===== src/rtl/bcd_display_latch.sv =====
// Display register between the BCD counter chain and the 7-segment decoder:
// latches digits on a strobe, shows a sticky overload pattern, blanks leading zeros.
module bcd_display_latch #(
  parameter int         DIGITS     = 4,
  parameter bit         LZB        = 1'b1,
  parameter logic [3:0] BLANK_CODE = 4'hE,
  parameter logic [3:0] OVL_TOP    = 4'h1,
  parameter logic [3:0] OVL_FILL   = 4'hF
) (
  input  logic                i_CLK,
  input  logic                i_Rst_n,
  input  logic                i_En,
  input  logic                i_Hold,
  input  logic                i_Clr,
  input  logic                i_Ovf,
  input  logic [4*DIGITS-1:0] i_Count,
  output logic [4*DIGITS-1:0] o_Q,
  output logic                o_Valid,
  output logic                o_Ovl,
  output logic                o_Err
);

  localparam int W = 4 * DIGITS;

  function automatic logic [W-1:0] reset_pattern();
    logic [W-1:0] p;
    p = '0;
    for (int i = 0; i < DIGITS; i++)
      p[i*4 +: 4] = (i == 0 || !LZB) ? 4'h0 : BLANK_CODE;
    return p;
  endfunction

  function automatic logic [W-1:0] overload_pattern();
    logic [W-1:0] p;
    p = '0;
    for (int i = 0; i < DIGITS; i++)
      p[i*4 +: 4] = (i == DIGITS - 1) ? OVL_TOP : OVL_FILL;
    return p;
  endfunction

  localparam logic [W-1:0] RESET_Q = reset_pattern();
  localparam logic [W-1:0] OVL_Q   = overload_pattern();

  typedef enum logic {S_RUN, S_OVL} state_t;

  state_t       state, state_next;
  logic [W-1:0] q_next;
  logic         valid_next, ovl_next, err_next;
  logic         any_bad, all_nine, accept, overload;
  logic [W-1:0] blanked;

  // Scan from the MSD down; digits stay blank until the first nonzero one.
  always_comb begin
    logic seen;
    any_bad  = 1'b0;
    all_nine = 1'b1;
    blanked  = i_Count;
    seen     = 1'b0;
    for (int i = 0; i < DIGITS; i++) begin
      if (i_Count[i*4 +: 4] > 4'd9)  any_bad  = 1'b1;
      if (i_Count[i*4 +: 4] != 4'd9) all_nine = 1'b0;
    end
    for (int i = DIGITS - 1; i >= 1; i--) begin
      if (i_Count[i*4 +: 4] != 4'd0) seen = 1'b1;
      if (LZB && !seen) blanked[i*4 +: 4] = BLANK_CODE;
    end
  end

  assign accept   = i_En && !i_Hold && !i_Clr && (state == S_RUN);
  assign overload = all_nine || i_Ovf;

  always_ff @(posedge i_CLK or negedge i_Rst_n) begin
    if (!i_Rst_n) begin
      state   <= S_RUN;
      o_Q     <= RESET_Q;
      o_Valid <= 1'b0;
      o_Ovl   <= 1'b0;
      o_Err   <= 1'b0;
    end else begin
      state   <= state_next;
      o_Q     <= q_next;
      o_Valid <= valid_next;
      o_Ovl   <= ovl_next;
      o_Err   <= err_next;
    end
  end

  always_comb begin
    state_next = state;
    if (i_Clr)
      state_next = S_RUN;
    else if (accept && !any_bad && overload)
      state_next = S_OVL;
  end

  always_comb begin
    q_next     = o_Q;
    valid_next = 1'b0;
    ovl_next   = o_Ovl;
    err_next   = o_Err;
    if (i_Clr) begin
      q_next   = RESET_Q;
      ovl_next = 1'b0;
      err_next = 1'b0;
    end else if (accept) begin
      if (any_bad) begin
        err_next = 1'b1;
      end else if (overload) begin
        q_next     = OVL_Q;
        ovl_next   = 1'b1;
        valid_next = 1'b1;
      end else begin
        q_next     = blanked;
        valid_next = 1'b1;
      end
    end
  end

endmodule


===== config.mk =====
export PLATFORM = sky130hd
export DESIGN_NAME = bcd_display_latch
export DESIGN_NICKNAME = d
export VERILOG_FILES = /design/src/rtl/bcd_display_latch.sv
export SDC_FILE = /design/constraint.sdc
export NUM_CORES = 1
export LEC_CHECK = 0
export CORE_MARGIN = 5
export CORE_UTILIZATION = 47
export CTS_BUF_LIST = sky130_fd_sc_hd__clkbuf_4 sky130_fd_sc_hd__clkbuf_8
export CTS_CLUSTER_DIAMETER = 150
export DETAILED_ROUTE_END_ITERATION = 8
export MAX_ROUTING_LAYER = met4
export PLACE_DENSITY = 0.85
export RECOVER_POWER = 100
export SYNTH_ARGS = -nofsm -noshare
export SYNTH_HDL_FRONTEND = slang
export SYNTH_SLANG_ARGS = --single-unit
export TNS_END_PERCENT = 50

===== constraint.sdc =====
create_clock -name i_CLK -period 2.8 [get_ports i_CLK]
set_input_delay 0.28 -clock i_CLK [delete_from_list [all_inputs] [get_ports i_CLK]]
set_output_delay 0.28 -clock i_CLK [all_outputs]
set_load 0.02 [all_outputs]

After elaboration in Yosys (flattened, before gate mapping)
Cells that the tools add are included.
{"block": "totals", "register_bits": 20, "out_inout_bits": 19, "word_cells": 64}
{"block": "classes", "reduce_logical": 19, "n_eq_ne": 5, "order_cmp": 4, "bitwise_logic": 1, "mux": 30}
{"operator": "16-bit 2-to-1 mux", "count": 4}
{"operator": "1-bit 2-to-1 mux", "count": 23}
{"operator": "4-bit > comparator (second input constant)", "count": 4}
{"operator": "4-bit inequality test (second input constant)", "count": 4}
{"operator": "4-bit 2-to-1 mux", "count": 3}
{"operator": "4-bit nonzero test", "count": 3}
{"operator": "2-bit nonzero test", "count": 4}
{"operator": "1-bit logical AND", "count": 5}
{"operator": "2-bit AND reduction", "count": 2}
{"operator": "1-bit logical NOT", "count": 3}
{"operator": "3-bit AND reduction", "count": 1}
{"operator": "2-bit inequality test (second input constant)", "count": 1}
{"operator": "1-bit logical OR", "count": 1}
{"operator": "1-bit NOT", "count": 1}

Longest topological paths before layout
Gate-level depths: netlist of the first run.
{"block": "depth", "depth_word": 10, "depth_mapped": 5}

Least setup slack after synthesis of the first run
Ideal clock, no wire load.
{"block": "synth_path", "path_kind": "input to register", "from": "input i_Count[14]", "to": "register o_Ovl", "setup_ns": 0.078, "required_ns": 2.722, "setup_slack_ns": 1.067, "cell_stages": 4, "t_arrival_ns": 1.655, "path_cell_list": "or4_4 > o41ai_4 > or3b_1 > a21oi_1"}
{"block": "synth_between", "elab_chain_len": 5, "elab_cells_between_ends": 8, "classes_between": "order compare: 1; eq/ne: 2; mux: 2; reduce/logical: 3"}
{"element": "start: declaration", "line_no": "16", "rtl": "input logic [4*DIGITS-1:0] i_Count,"}
{"element": "parallel branches: the longest is 4 deep, another holds 4-bit > comparator"}
{"element": "3-bit AND reduction (no line) *"}
{"element": "end signal: assignment", "line_no": "83", "rtl": "o_Ovl <= ovl_next;"}
{"element": "end: declaration", "line_no": "19", "rtl": "output logic o_Ovl,"}
Every way passes the cells marked *.
A chain may end at the register's enable or synchronous reset.

Worst setup path after layout of the first run
{"block": "layout_path", "from": "input i_Count[10]", "to": "register o_Ovl"}
{"block": "layout_between", "elab_chain_len": 6, "elab_cells_between_ends": 10, "classes_between": "order compare: 1; eq/ne: 2; mux: 4; reduce/logical: 3"}
{"element": "parallel branches: the longest is 5 deep, another holds 4-bit > comparator"}
{"element": "3-bit AND reduction (no line) *"}
Marks and branches as above.

==> results of run 1 <==
==> logic make-up (layout without fill, tap and decap cells) <==
| family | Yosys count | count (layout) | share of synthesized area |
|---|---|---|---|
| flops | 20 | 20 | 0.5250 |
| buf+inv | 10 | 51 | 0.04108 |
| compound gates | 28 | 28 | 0.2375 |
| simple gates | 34 | 34 | 0.1964 |
==> how the worst min path moves through the flow <==
stage                            start                 end  slack, ns
floorplan                      i_Rst_n   o_Err$_DFFE_PN0P_      -0.02
global placement     o_Err$_DFFE_PN0P_   o_Err$_DFFE_PN0P_       0.49
detailed placement  o_Q[5]$_DFFE_PN1P_  o_Q[5]$_DFFE_PN1P_       0.51
CTS                            i_Rst_n  o_Q[4]$_DFFE_PN0P_       0.46
global route        o_Q[7]$_DFFE_PN1P_  o_Q[7]$_DFFE_PN1P_       0.55
finish                         i_Rst_n  o_Q[0]$_DFFE_PN0P_       0.51
==> per-stage QoR <==
stage          utilization  worst slack [ns]  instance area (µm²)
3_5_place_dp        0.7149            0.5138                 1403
6_report            0.7302            0.4108                 1433
5_1_grt             0.7302            0.3472                 1433
3_3_place_gp        0.7149            0.5436                 1403
4_1_cts             0.7417            0.7440                 1455
2_1_floorplan            -             1.067                974.7
==> layer usage <==
metal	up-vias	part of all wire
met4	0	0.020
met3	5	0.052
met1	460	0.43
li1	437	-
met2	45	0.50
met5	-	0
==> cell usage after synthesis, types with 2 or more instances <==
library cell and instances:
or4_1 2, dfstp_2 9, o221a_2 7, o311ai_0 2, a22oi_1 6, dfrtp_1 11
clkbuf_1 3, buf_2 2, o21ai_0 7, inv_1 5, nand4_1 3, nor3_1 4
a21oi_1 4, nor2_1 13, nor4_1 2
==> power by group through the flow <==
| stage | clock network (mW) | logic (mW) | registers (mW) |
|---|---|---|---|
| global route | 0.255 | 0.102 | 0.300 |
| global placement | 0 | 0.0973 | 0.304 |
| finish | 0.240 | 0.0950 | 0.299 |
| floorplan | 0 | 0.0284 | 0.312 |
| CTS | 0.243 | 0.100 | 0.300 |
| detailed placement | 0 | 0.0986 | 0.305 |
==> critical path, delay by kind of cell <==
kind            cells  cell delay [ns]
simple gates        2             0.97
compound gates      2             0.79
buf+inv             1             0.59
==> layout make-up <==
cell class | instances | share of cell area
inverter | 5 | 0.01310
clock buffer | 3 | 0.01572
multi-input combinational | 62 | 0.2821
sequential | 20 | 0.3572
clock inverter | 1 | 0.02096
tap | 27 | 0.02358
timing repair buffer | 42 | 0.2873
==> sequential cells by signal, indices dropped and copies added, names as in the netlist <==
signal   cells
o_Q         16
o_Ovl        1
o_Valid      1
state        1
o_Err        1
==> impl_metrics.csv, run 1 <==
group,metric,value,unit
power,power_frac_comb,0.150,
power,seq_power_share,0.472,
synth,synth_warnings,0,
synth,postSynthAreaPerCell,10.59,µm²
layout,drive_above_1_share,0.1880,
global_routing,grt_first_pass_wirelength,4.823,mm
clock_network,cts-root-buf,"clkbuf_4",
layout,layout_common_cells,"21 x dlygate4sd3_1, 19 x clkdlybuf4s50_1, 13 x nor2_1",
setup_path,crit_path_end,"o_Ovl$_DFFE_PN0P_",
status,status,"finished, final reports clean",
synth,synth_edf_count,0,
detailed_routing,first_iter_violations,41,
sta,setup_viol,0,
layout,area_growth,46.98,%
global_routing,grt_pass1_vias,995,
sta,finalHoldViolCount,0,
power,clkPwrFrac,0.379,
floorplan,initial_core_util,0.4968,
power,finalPower,634.7,µW
detailed_routing,ant_nets,0,
synth,synth_area,974.7,µm²
detailed_routing,drtPass1Iterations,4,
setup_path,crit_type,"primary input to flip-flop",
setup_path,rrSetupSlack,0.84,ns
floorplan,dieArea,3085,µm²
clock_network,cts_tree,"done",
layout,multi_input_area,404.1,µm²
setup_path,max_stage_delay,0.62,ns
placed_design,portBuffers,40,
setup_path,path_cells,"dlygate4sd3_1, or4_1, o41ai_1, or3b_1, a21oi_1",
synth,synth.net_count,114,
synth,yosysSeqAreaShare,0.5250,
synth,synthDistinctLibCells,27,
detailed_routing,num_vias,947,
placed_design,place_congestion,0.7934,
clock_network,hold_buffers,0,
power,swShare,0.2319,
worst_hold_path,holdCritPathClass,"primary input to async pin",
clock_network,cts_resized,0,
setup_path,r2r-end,"o_Q[13]$_DFFE_PN1P_",
floorplan,die_h,55.54,µm
sta,finalSetupTns,0,ns
job,cap_violations,0,
global_routing,overflow,0,
setup_path,cp_max_fo,4,
synth,synth_largest_area_cell,"dfrtp_1",
global_routing,grt_use_total,0.2055,
clock_network,cts_num_sinks,20,
detailed_routing,viasPerCell,5.919,
floorplan,coreArea,1962,µm²
detailed_routing,routedWlPerCell,17.66,µm
global_routing,use_met1,0.2376,
synth,synth_seq_cells,20,
setup_path,worstSetupStartpoint,"i_Count[10]",
layout,nets,156,
layout,final_common_cell,"dlygate4sd3_1",
clock_network,clk_pin_slew,0.12,ns
floorplan,io-pin-count,41,
sta,whs,0.5085,ns
global_routing,use_met2,0.3328,
power,switching_power,147.2,µW
synth,synth.area.top_cells,"dfrtp_1 28%, dfstp_2 24%, o221a_2 8.1%",
clock_network,post-cts-setup-buffers,0,
placed_design,dp_cells,156,
power,peakVddDrop,259.5,µV
floorplan,die_w,55.54,µm
placed_design,place_hpwl,2.042,mm
sta,slew_violations,0,
detailed_routing,drc,0,
clock_network,numCtsBuffers,3,
global_routing,grt_max_degree,21,
global_routing,antenna_found_initial,0,
power,p_int,487.5,µW
synth,ys_async_sr_fraction,1.000,
layout,fin_cells,160,
setup_path,end_kind,"flip-flop",
setup_path,r2r_start,"state$_DFFE_PN0P_",
global_routing,grt_use_met3,0.04895,
setup_path,r2r_cells,4,
synth,ys.flop_type,"dfrtp_1",
synth,syn_inst,92,
power,power.density,443.0,nW/µm²
synth,synth.top_cell.area_share,0.2824,
power,power_leakage,0.5580,nW
floorplan,rows,16,
setup_path,critPathLaunchType,"primary input",
sta,tightest_slew,0.8657,ns
sta,rsz0062_at_grt,"no",
setup_path,arrival,2.64,ns
layout,insertedDiodeCount,0,
global_routing,top_usage_layer,"met2",
sta,fin_crit_sh,0.8533,
setup_path,cpMaxStageDelayCell,"o41ai_1",
sta,fmax,0.4185,GHz
clock_network,ctsLongestPathBuffers,2,
sta,finClkSkew,0.008663,ns
clock_network,cts_max_level,1,
setup_path,required,3.05,ns
sta,layout_min_cycle_time,2.389,ns
detailed_routing,wl,2.825,mm
layout,regArea,511.7,µm²
clock_network,clk_latency,0.31,ns
sta,relSlewSlack,0.4210,
layout,fill_cells,161,
No activity file was read; power rests on OpenSTA's default activity.
==> run 2: changes to the inputs <==
SLEW_MARGIN = 20   (was not set)
==> results of run 2 <==
No change in the layout: final DEF, timing and power equal those of run 1.
==> run 3: changes to the inputs <==
CORE_UTILIZATION = 45   (was 47)
PLACE_DENSITY = 0.82   (was 0.85)
==> run 3 against run 2 <==
Compared with the run above:
- fmax up 9.0%
- cell count unchanged
- combinational power up 2%
- design area up 1.3%
- total power shrank 0.42%
- worst setup slack gained 0.20 ns
- sequential share of layout area shrank 0.46 points
- die area increased by 3.6%
- count of clock-buffer cells in the layout is the same
- non-clock buffer count is the same
- largest cell class unchanged
- highest routed layer unchanged
==> impl_metrics.csv, run 3 (synthesized netlist as in run 1, its figures left out) <==
group,metric,value,unit
detailed_routing,drtPass1Iterations,4,
detailed_routing,wl,2.711,mm
sta,whs,0.5176,ns
layout,nets,156,
clock_network,clk_pin_slew,0.12,ns
sta,finalSetupTns,0,ns
layout,fill_cells,166,
setup_path,critPathLaunchType,"primary input",
placed_design,dp_cells,156,
layout,regMostFlops,"o_Q",
sta,fmax,0.4562,GHz
detailed_routing,drc,0,
floorplan,die_h,56.54,µm
clock_network,numCtsBuffers,3,
sta,layout_min_cycle_time,2.192,ns
placed_design,portBuffers,40,
floorplan,die_w,56.54,µm
sta,rsz0062_at_grt,"no",
detailed_routing,num_vias,939,
layout,area_growth,48.91,%
layout,insertedDiodeCount,0,
sta,fin_crit_sh,0.7829,
sta,tightest_slew,0.8672,ns
power,power_leakage,0.5772,nW
floorplan,coreArea,2022,µm²
clock_network,ctsLongestPathBuffers,2,
clock_network,cts_num_sinks,20,
global_routing,overflow,0,
clock_network,cts_max_level,1,
clock_network,post-cts-setup-buffers,0,
clock_network,cts-root-buf,"clkbuf_4",
detailed_routing,viasPerCell,5.869,
sta,setup_viol,0,
layout,largest_reg_flops,16,
setup_path,r2r_cells,4,
power,peakVddDrop,416.7,µV
detailed_routing,routedWlPerCell,16.94,µm
clock_network,clk_latency,0.30,ns
detailed_routing,ant_nets,0,
setup_path,rrSetupSlack,0.92,ns
setup_path,end_kind,"flip-flop",
clock_network,cts_tree,"done",
layout,multi_input_area,419.2,µm²
detailed_routing,first_iter_violations,24,
sta,worst_slack,0.6079,ns
setup_path,crit_type,"primary input to flip-flop",
global_routing,use_met2,0.3069,
worst_hold_path,holdCritPathClass,"primary input to async pin",
global_routing,grt_first_pass_wirelength,4.657,mm
layout,regArea,511.7,µm²
layout,postLayoutCoreUtil,0.7178,
floorplan,io-pin-count,41,
global_routing,grt_use_total,0.1854,
placed_design,place_hpwl,2.075,mm
global_routing,grt_max_degree,21,
power,power.density,435.4,nW/µm²
sta,relSlewSlack,0.4200,
setup_path,arrival,2.43,ns
clock_network,cts_resized,0,
setup_path,cp_max_fo,5,
layout,fin_cells,160,
job,cap_violations,0,
setup_path,required,3.04,ns
floorplan,rows,16,
floorplan,initial_core_util,0.4821,
sta,finalHoldViolCount,0,
global_routing,use_met1,0.2251,
global_routing,antenna_found_initial,0,
layout,final_cell_area,1451,µm²
clock_network,hold_buffers,0,
layout,drive_above_1_share,0.1955,
sta,finClkSkew,0.01213,ns
placed_design,place_ws,0.4727,ns
floorplan,dieArea,3197,µm²
global_routing,grt_use_met3,0.02982,
sta,slew_violations,0,
layout,layout_common_cells,"21 x dlygate4sd3_1, 19 x clkdlybuf4s50_1, 13 x nor2_1",
placed_design,place_congestion,0.8401,
global_routing,grt_pass1_vias,990,
layout,final_common_cell,"dlygate4sd3_1",
placed_design,dpl_cell_area,1403,µm²
status,status,"finished, final reports clean",
power,finalPower,632.0,µW
global_routing,top_usage_layer,"met2",
[run 3: cell count changes in the layout (fill, tap and decap cells not counted)]
cell	previous run	this run
buf_4	1	2
clkbuf_1	1	0
o41ai_1	1	0
o41ai_4	0	1
or4_1	2	3
or4_4	1	0
[run 3: worst paths after layout]
check | from | end
worst min-delay path | i_Rst_n | o_Q[1]$_DFFE_PN0P_
max in group asynchronous | i_Rst_n | o_Q[3]$_DFFE_PN0P_
worst min register to register | o_Err$_DFFE_PN0P_ | o_Err$_DFFE_PN0P_
worst max-delay path | i_Count[14] | o_Ovl$_DFFE_PN0P_
worst max register to register | state$_DFFE_PN0P_ | o_Q[14]$_DFFE_PN1P_
min in group i_CLK | o_Err$_DFFE_PN0P_ | o_Err$_DFFE_PN0P_
[run 3: where the power goes]
part / internal, mW / switching, mW / leakage, nW
Combinational: 0.0475 / 0.0489 / 0.303
Clock: 0.145 / 0.0916 / 0.0279
Sequential: 0.296 / 0.00279 / 0.247
Total: 0.489 / 0.143 / 0.577
[run 3: area by class of cell]
class,count,share of cell area
timing repair buffer,42,0.2862
clock inverter,1,0.02069
tap,27,0.02328
inverter,5,0.01293
sequential,20,0.3526
multi-input combinational,62,0.2888
clock buffer,3,0.01552
[run 3: routing by layer]
layer	wire length (µm)	share of wire
met1	1118	0.41
met3	191	0.070
met5	0	0
met4	68	0.025
met2	1333	0.49
[run 3: critical path: stages]
cell and delay, ns:
dlygate4sd3_1 0.61, or4_1 0.59, o41ai_4 0.38, or3b_1 0.41
a21oi_1 0.16
==> RTL edit 1, RTL diff (settings of run 3) <==
Change the parameter `DIGITS` from 4 to 8.
--- a/src/rtl/bcd_display_latch.sv
+++ b/src/rtl/bcd_display_latch.sv
@@ -2,5 +2,5 @@
 // latches digits on a strobe, shows a sticky overload pattern, blanks leading zeros.
 module bcd_display_latch #(
-  parameter int         DIGITS     = 4,
+  parameter int         DIGITS     = 8,
   parameter bit         LZB        = 1'b1,
   parameter logic [3:0] BLANK_CODE = 4'hE,
Interface: changed (resized i_Count and o_Q); port bits go from 41 to 73. No check against the original RTL was run, so the function may have changed too.
==> RTL edit 1 against run 3 <==
  * Highest routed layer unchanged
  * Area after synthesis is 91% higher
  * The flow now finishes with violations (capacitance limit, slew limit)
  * Sequential power increased by 76%
  * Wire length is 89% higher
  * Sequential cell count up 16
  * Synthesized cell count is 77% higher
  * Power is 67% higher
  * Count of clock-buffer cells in the layout rose by 5
  * Final area rose by 82%
  * Maximum frequency is 0.88% lower
  * Critical path depth rose by 2
  * Cell count rose by 79%
  * Setup slack got worse by 0.020 ns
  * Clock skew shrank 0.0099 ns
==> RTL edit 1: results (changes against run 3) <==
The final-report max-slew violation count came to 37 (+37). The DRC violation total after the first TritonRoute iteration came out at 135 (+460%). The run finished, with violations left. The async set or reset register ratio after synthesis was 100% (unchanged).

The clock insertion delay at the later pin of the skew report was 0.28 ns (-0.02 ns). The placement-stage cell area came out at 2610 µm² (+86%). After synthesis, the cell types taking the most area are sky130_fd_sc_hd__dfstp_2, sky130_fd_sc_hd__dfrtp_1, sky130_fd_sc_hd__a2bb2oi_2, sky130_fd_sc_hd__o32a_1, sky130_fd_sc_hd__nand2b_1. The slack of the worst reg-to-reg path came out at 0.95 ns (+0.03 ns). The relative slew slack is -22.1% (-64 points).

The clock transition at the registers of the reported paths is 0.07 ns (-0.05 ns). The depth of the most critical reg-to-reg path is 5 (+1). The synthesized-area fraction occupied by ao, oa, aoi and oai cells is 22.6% (-1.2 points). The max-capacitance violation count came out at 1 (+1). The path with the worst hold slack has its endpoint at o_Err$_DFFE_PN0P_. The proportion of layout cells with a drive suffix above 1 came out at 17.7% (-1.8 points). The root buffer cell is sky130_fd_sc_hd__clkbuf_8. The iteration count of the initial detailed-routing pass came to 4 (unchanged). The number of flip-flops under the largest register name came out at 32 (+16).

More flip-flops sit in one register than any other, and that register is o_Q. The unique cell type count in the Yosys netlist was 34 (+26%). The clock skew after layout was 0.00227 ns (-0.00986 ns). The overall routed net length came out at 5130 µm (+89%). The largest net degree at the start of global routing was 39 (+86%). The sequential element share of the synthesized area came out at 49.8% (-2.7 points). The initial antenna violation count came out at 0 (unchanged). The net count after synthesis came to 201 (+76%). The worst-path cell with the longest stage delay is sky130_fd_sc_hd__dlygate4sd3_1. The endpoint identified for the worst register-to-register timing path is o_Q[13]$_DFFE_PN1P_. The leakage power figure came out at 0.958 nW (+66%). In this run the critical register-to-register path is launched from state$_DFFE_PN0P_. The first-pass GRT wire length came out at 8490 µm (+82%).

The depth of the worst hold-timing path came out at 2. The top fanout value on the critical path is 22 (+17). The buffer count from post-CTS setup fixing was 0 (unchanged). The final reports fail on capacitance limit, slew limit. The count of input and output buffers was 72 (+80%). By count the netlist is led by sky130_fd_sc_hd__dfstp_2, sky130_fd_sc_hd__dfrtp_1, sky130_fd_sc_hd__nor3_1.

The number of CTS-inserted buffers is 5 (+2). The post-synthesis share of cell area spent on full adders, half adders and majority gates came out at 0% (unchanged). The class of the most critical hold timing path is register to register. The HPWL reported at the end of detailed placement is 3810 µm (+83%). The largest vdd supply drop is 0.245 mV (-41%). The largest incremental delay on the critical path came out at 0.58 ns (-0.03 ns).

The antenna cell count came out at 0 (unchanged). The global-route usage over all layers is 20.5% (+2.0 points). The maximum level of the CTS H-tree came to 2 (+1). The post-layout net count was 274 (+76%).

The final RePlAce weighted congestion is 0.885 (+5.3%). The overall via count from detail_route is 1673 (+78%).
[RTL edit 1: worst max path at each step]
stage                           start                  end  depth (start not counted)
final                      i_Count[5]  o_Q[13]$_DFFE_PN1P_                          7
after global placement     i_Count[9]   o_Q[2]$_DFFE_PN0P_                          7
after detailed placement   i_Count[9]   o_Q[2]$_DFFE_PN0P_                          7
after global routing          i_Rst_n   o_Q[3]$_DFFE_PN0P_                          2
after CTS                  i_Count[9]   o_Q[2]$_DFFE_PN0P_                          7
after floorplan           i_Count[13]   o_Q[0]$_DFFE_PN0P_                          6
[RTL edit 1: critical path, delay by kind of cell]
family	cells	cell delay, ns
buffers and inverters	2	0.92
AND/OR/NAND/NOR	3	0.81
AO/OA/AOI/OAI	2	0.41
[RTL edit 1: power breakdown]
group | internal (W) | switching (W) | total [W]
combinational | 0.0000706 | 0.0000673 | 0.000138
sequential | 0.000525 | 0.00000147 | 0.000526
clock | 0.000220 | 0.000174 | 0.000394
total | 0.000815 | 0.000243 | 0.00106
[RTL edit 1: cell type report]
type                    count  area (µm²)
well taps                  50        62.6
repair buffers             75         737
clock buffers               8        97.6
multi-input cells         117         818
inverters                   1        3.75
flip-flops and latches     36         927
fillers                   328        1350
[RTL edit 1: routing by layer]
metal	wire [µm]	up-vias	part of all wire, %	track usage (%)
li1	-	784	-	-
met1	2230	800	43	27.0
met2	2420	76	47	31.6
met3	396	13	7.7	5.27
met4	81	0	1.6	5.73
met5	0	-	0	-
[RTL edit 1: per-stage QoR]
step	worst slack, ns	hold slack (ns)	instances
2_1_floorplan	1.27	-0.0156	163
3_3_place_gp	0.482	0.485	279
3_5_place_dp	0.464	0.487	279
4_1_cts	0.770	0.417	287
5_1_grt	0.335	0.535	287
6_report	0.588	0.495	287
==> RTL edit 2, RTL diff (settings of run 3) <==
Made on the original files. Register the output `o_Q` once more; this adds one clock of latency there. The other outputs are not delayed to match.
--- a/src/rtl/bcd_display_latch.sv
+++ b/src/rtl/bcd_display_latch.sv
@@ -22,4 +22,6 @@
 
   localparam int W = 4 * DIGITS;
+
+  logic [4*DIGITS-1:0] o_Q_s0;
 
   function automatic logic [W-1:0] reset_pattern();
@@ -73,5 +75,5 @@
     if (!i_Rst_n) begin
       state   <= S_RUN;
-      o_Q     <= RESET_Q;
+      o_Q_s0  <= RESET_Q;
       o_Valid <= 1'b0;
       o_Ovl   <= 1'b0;
@@ -79,5 +81,5 @@
     end else begin
       state   <= state_next;
-      o_Q     <= q_next;
+      o_Q_s0  <= q_next;
       o_Valid <= valid_next;
       o_Ovl   <= ovl_next;
@@ -95,5 +97,5 @@
 
   always_comb begin
-    q_next     = o_Q;
+    q_next     = o_Q_s0;
     valid_next = 1'b0;
     ovl_next   = o_Ovl;
@@ -117,4 +119,8 @@
   end
 
+  always_ff @(posedge i_CLK) begin
+    o_Q <= o_Q_s0;
+  end
+
 endmodule
 
Check against the original RTL: not equivalent (a bounded check fails within 4 cycles, from zero or initial values and one cycle with i_Rst_n low).
==> RTL edit 2 against run 3 <==
  * Final area grew 21%
  * Area after synthesis grew 32%
  * First-iteration DRC count shrank 4.2%
  * Sequential cell count grew 16
  * Worst hold slack lost 0.15 ns
  * Wire length grew 8.2%
  * Power grew 42%
  * Setup slack lost 0.059 ns
  * Critical path depth is the same
  * Register-to-register slack is essentially flat
  * Maximum frequency shrank 2.6%
  * Global-route usage shrank 1.7 points
  * Critical path type unchanged
==> RTL edit 2: results (changes against run 3) <==
The number of global-route vias before repair is 1120 (+13%). The arrival time of data at the critical path endpoint is 2.51 ns (+0.08 ns). The min-delay analysis places its worst path in the category register to register. The synthesized-area fraction occupied by ao, oa, aoi and oai cells is 17.9% (-5.8 points).

The root buffer cell is sky130_fd_sc_hd__clkbuf_4. The number of gates resized after cts was 0 (unchanged). The sequential element share of the synthesized area came to 64.4% (+12 points). The fill cell total of the finished layout is 247 (+49%). The largest registers in the layout are o_Q (16), o_Q_s0 (16). The clock insertion delay at the later pin of the skew report is 0.33 ns (+0.03 ns). The DRC violation total after the first TritonRoute iteration is 23 (-4.2%). The initial antenna violation count came out at 0 (unchanged).

The net count after synthesis came out at 130 (+14%). The global-route usage over all layers is 16.8% (-1.7 points). The leakage power figure is 0.688 nW (+19%).

The proportion of layout cells with a drive suffix above 1 is 15.0% (-4.5 points). The startpoint of the worst register-to-register path is state$_DFFE_PN0P_. In the synthesized netlist the dominant register cell turns out to be sky130_fd_sc_hd__dfxtp_1. The async set or reset register ratio after synthesis came out at 55.6% (-44 points). The first-pass GRT wire length came out at 5140 µm (+10%).

The number of hold buffers added after cts is 0 (unchanged). The slack of the worst reg-to-reg path is 0.92 ns (about the same). The flow ran to the end, and the final reports show no timing, DRC or antenna violations.

The post-synthesis mux area share came out at 0% (unchanged). The HPWL reported at the end of detailed placement came out at 2230 µm (+7.3%). Among all stages on the critical path, the largest delay is contributed by sky130_fd_sc_hd__dlygate4sd3_1.

The antenna cell count is 0 (unchanged). The iteration count of the initial detailed-routing pass was 4 (unchanged). The post-layout net count is 174 (+12%). The unique cell type count in the Yosys netlist was 26 (-3.7%). The clock transition at the registers of the reported paths is 0.10 ns (-0.02 ns).

The clock skew after layout came to 0.0101 ns (-0.00199 ns). The maximum level of the CTS H-tree came out at 2 (+1). The internal power component is 0.000690 W (+41%). The total of endpoints with negative setup slack in the final report came out at 0 (unchanged). The largest vdd supply drop came out at 0.378 mV (-9.2%). The relative slew slack is 39.5% (-2.5 points). The largest incremental delay on the critical path is 0.58 ns (-0.03 ns).

The number of CTS-inserted buffers was 5 (+2). The overall via count from detail_route was 1015 (+8.1%). The post-synthesis share of cell area spent on full adders, half adders and majority gates is 0% (unchanged).

The buffer count from post-CTS setup fixing is 0 (unchanged). The beginning of the worst hold path is o_Q_s0[1]$_DFFE_PN0P_. Counting instances in the post-synthesis netlist gives the leading cell types as sky130_fd_sc_hd__dfxtp_1, sky130_fd_sc_hd__nor2_1, sky130_fd_sc_hd__dfrtp_1. In this run the critical register-to-register path is captured at o_Q_s0[12]$_DFFE_PN0P_.

The final RePlAce weighted congestion is 1.03 (+22%). After synthesis, the cell types taking the most area are sky130_fd_sc_hd__dfxtp_1, sky130_fd_sc_hd__dfrtp_1, sky130_fd_sc_hd__dfstp_2, sky130_fd_sc_hd__o221a_2, sky130_fd_sc_hd__nor2_1. The top fanout value on the critical path is 4 (-1). The overall routed net length came out at 2930 µm (+8.2%). The count of yosys warnings during synthesis is 0 (unchanged).
## RTL edit 2: layout make-up
type                       instances  area [µm²]  area share (%)
multi-input combinational         62         397            22.6
tap                               31        38.8            2.21
clock inverter                     1        5.00           0.285
sequential                        36         832            47.4
timing repair buffer              42         412            23.4
inverter                           5        18.8            1.07
clock buffer                       7        52.6            2.99
## RTL edit 2: worst max-delay path: cells and delay by family
| kind | cells | cell delay (ns) |
|---|---|---|
| buf+inv | 1 | 0.58 |
| compound gates | 2 | 0.70 |
| simple gates | 2 | 0.94 |
## RTL edit 2: stage by stage
stage | cells | instance area (µm²) | total power, W | worst slack, ns | hold WS [ns]
2_1_floorplan | 108 | 1290 | 0.000578 | 1.07 | -0.0156
3_3_place_gp | 176 | 1720 | 0.000639 | 0.545 | 0.350
3_5_place_dp | 176 | 1720 | 0.000641 | 0.470 | 0.358
4_1_cts | 184 | 1780 | 0.000919 | 0.827 | 0.367
5_1_grt | 184 | 1760 | 0.000938 | 0.426 | 0.387
6_report | 184 | 1760 | 0.000899 | 0.549 | 0.372
## RTL edit 2: cell families after synthesis
| kind of cell | Yosys count |
|---|---|
| flops | 36 |
| buf+inv | 10 |
| compound gates | 28 |
| simple gates | 34 |
## RTL edit 2: worst max-delay path by stage
stage	start	endpoint	slack, ns	depth (start not counted)
final	i_Count[1]	state$_DFFE_PN0P_	0.55	5
after global routing	i_Count[1]	state$_DFFE_PN0P_	0.43	5
after CTS	i_Count[9]	o_Q_s0[14]$_DFFE_PN1P_	0.83	6
after detailed placement	i_Count[9]	o_Q_s0[14]$_DFFE_PN1P_	0.47	6
after global placement	i_Count[5]	state$_DFFE_PN0P_	0.55	5
after floorplan	i_Count[5]	o_Ovl$_DFFE_PN0P_	1.07	4
## RTL edit 2: power by group through the flow
stage | logic [W] | registers (W) | clock network, W
after floorplan | 0.0000279 | 0.000550 | 0
final | 0.0000928 | 0.000532 | 0.000274
after detailed placement | 0.0000985 | 0.000543 | 0
after global placement | 0.0000964 | 0.000542 | 0
after global routing | 0.000101 | 0.000533 | 0.000304
after CTS | 0.0000990 | 0.000533 | 0.000287
## RTL edit 2: routing by layer
| layer | wire, µm | global-route usage, % | vias to the layer above |
|---|---|---|---|
| met5 | 0 | - | - |
| met4 | 58 | 9.61 | 0 |
| met3 | 154 | 4.62 | 7 |
| met2 | 1400 | 25.5 | 37 |
| met1 | 1320 | 20.0 | 485 |
| li1 | - | - | 486 |
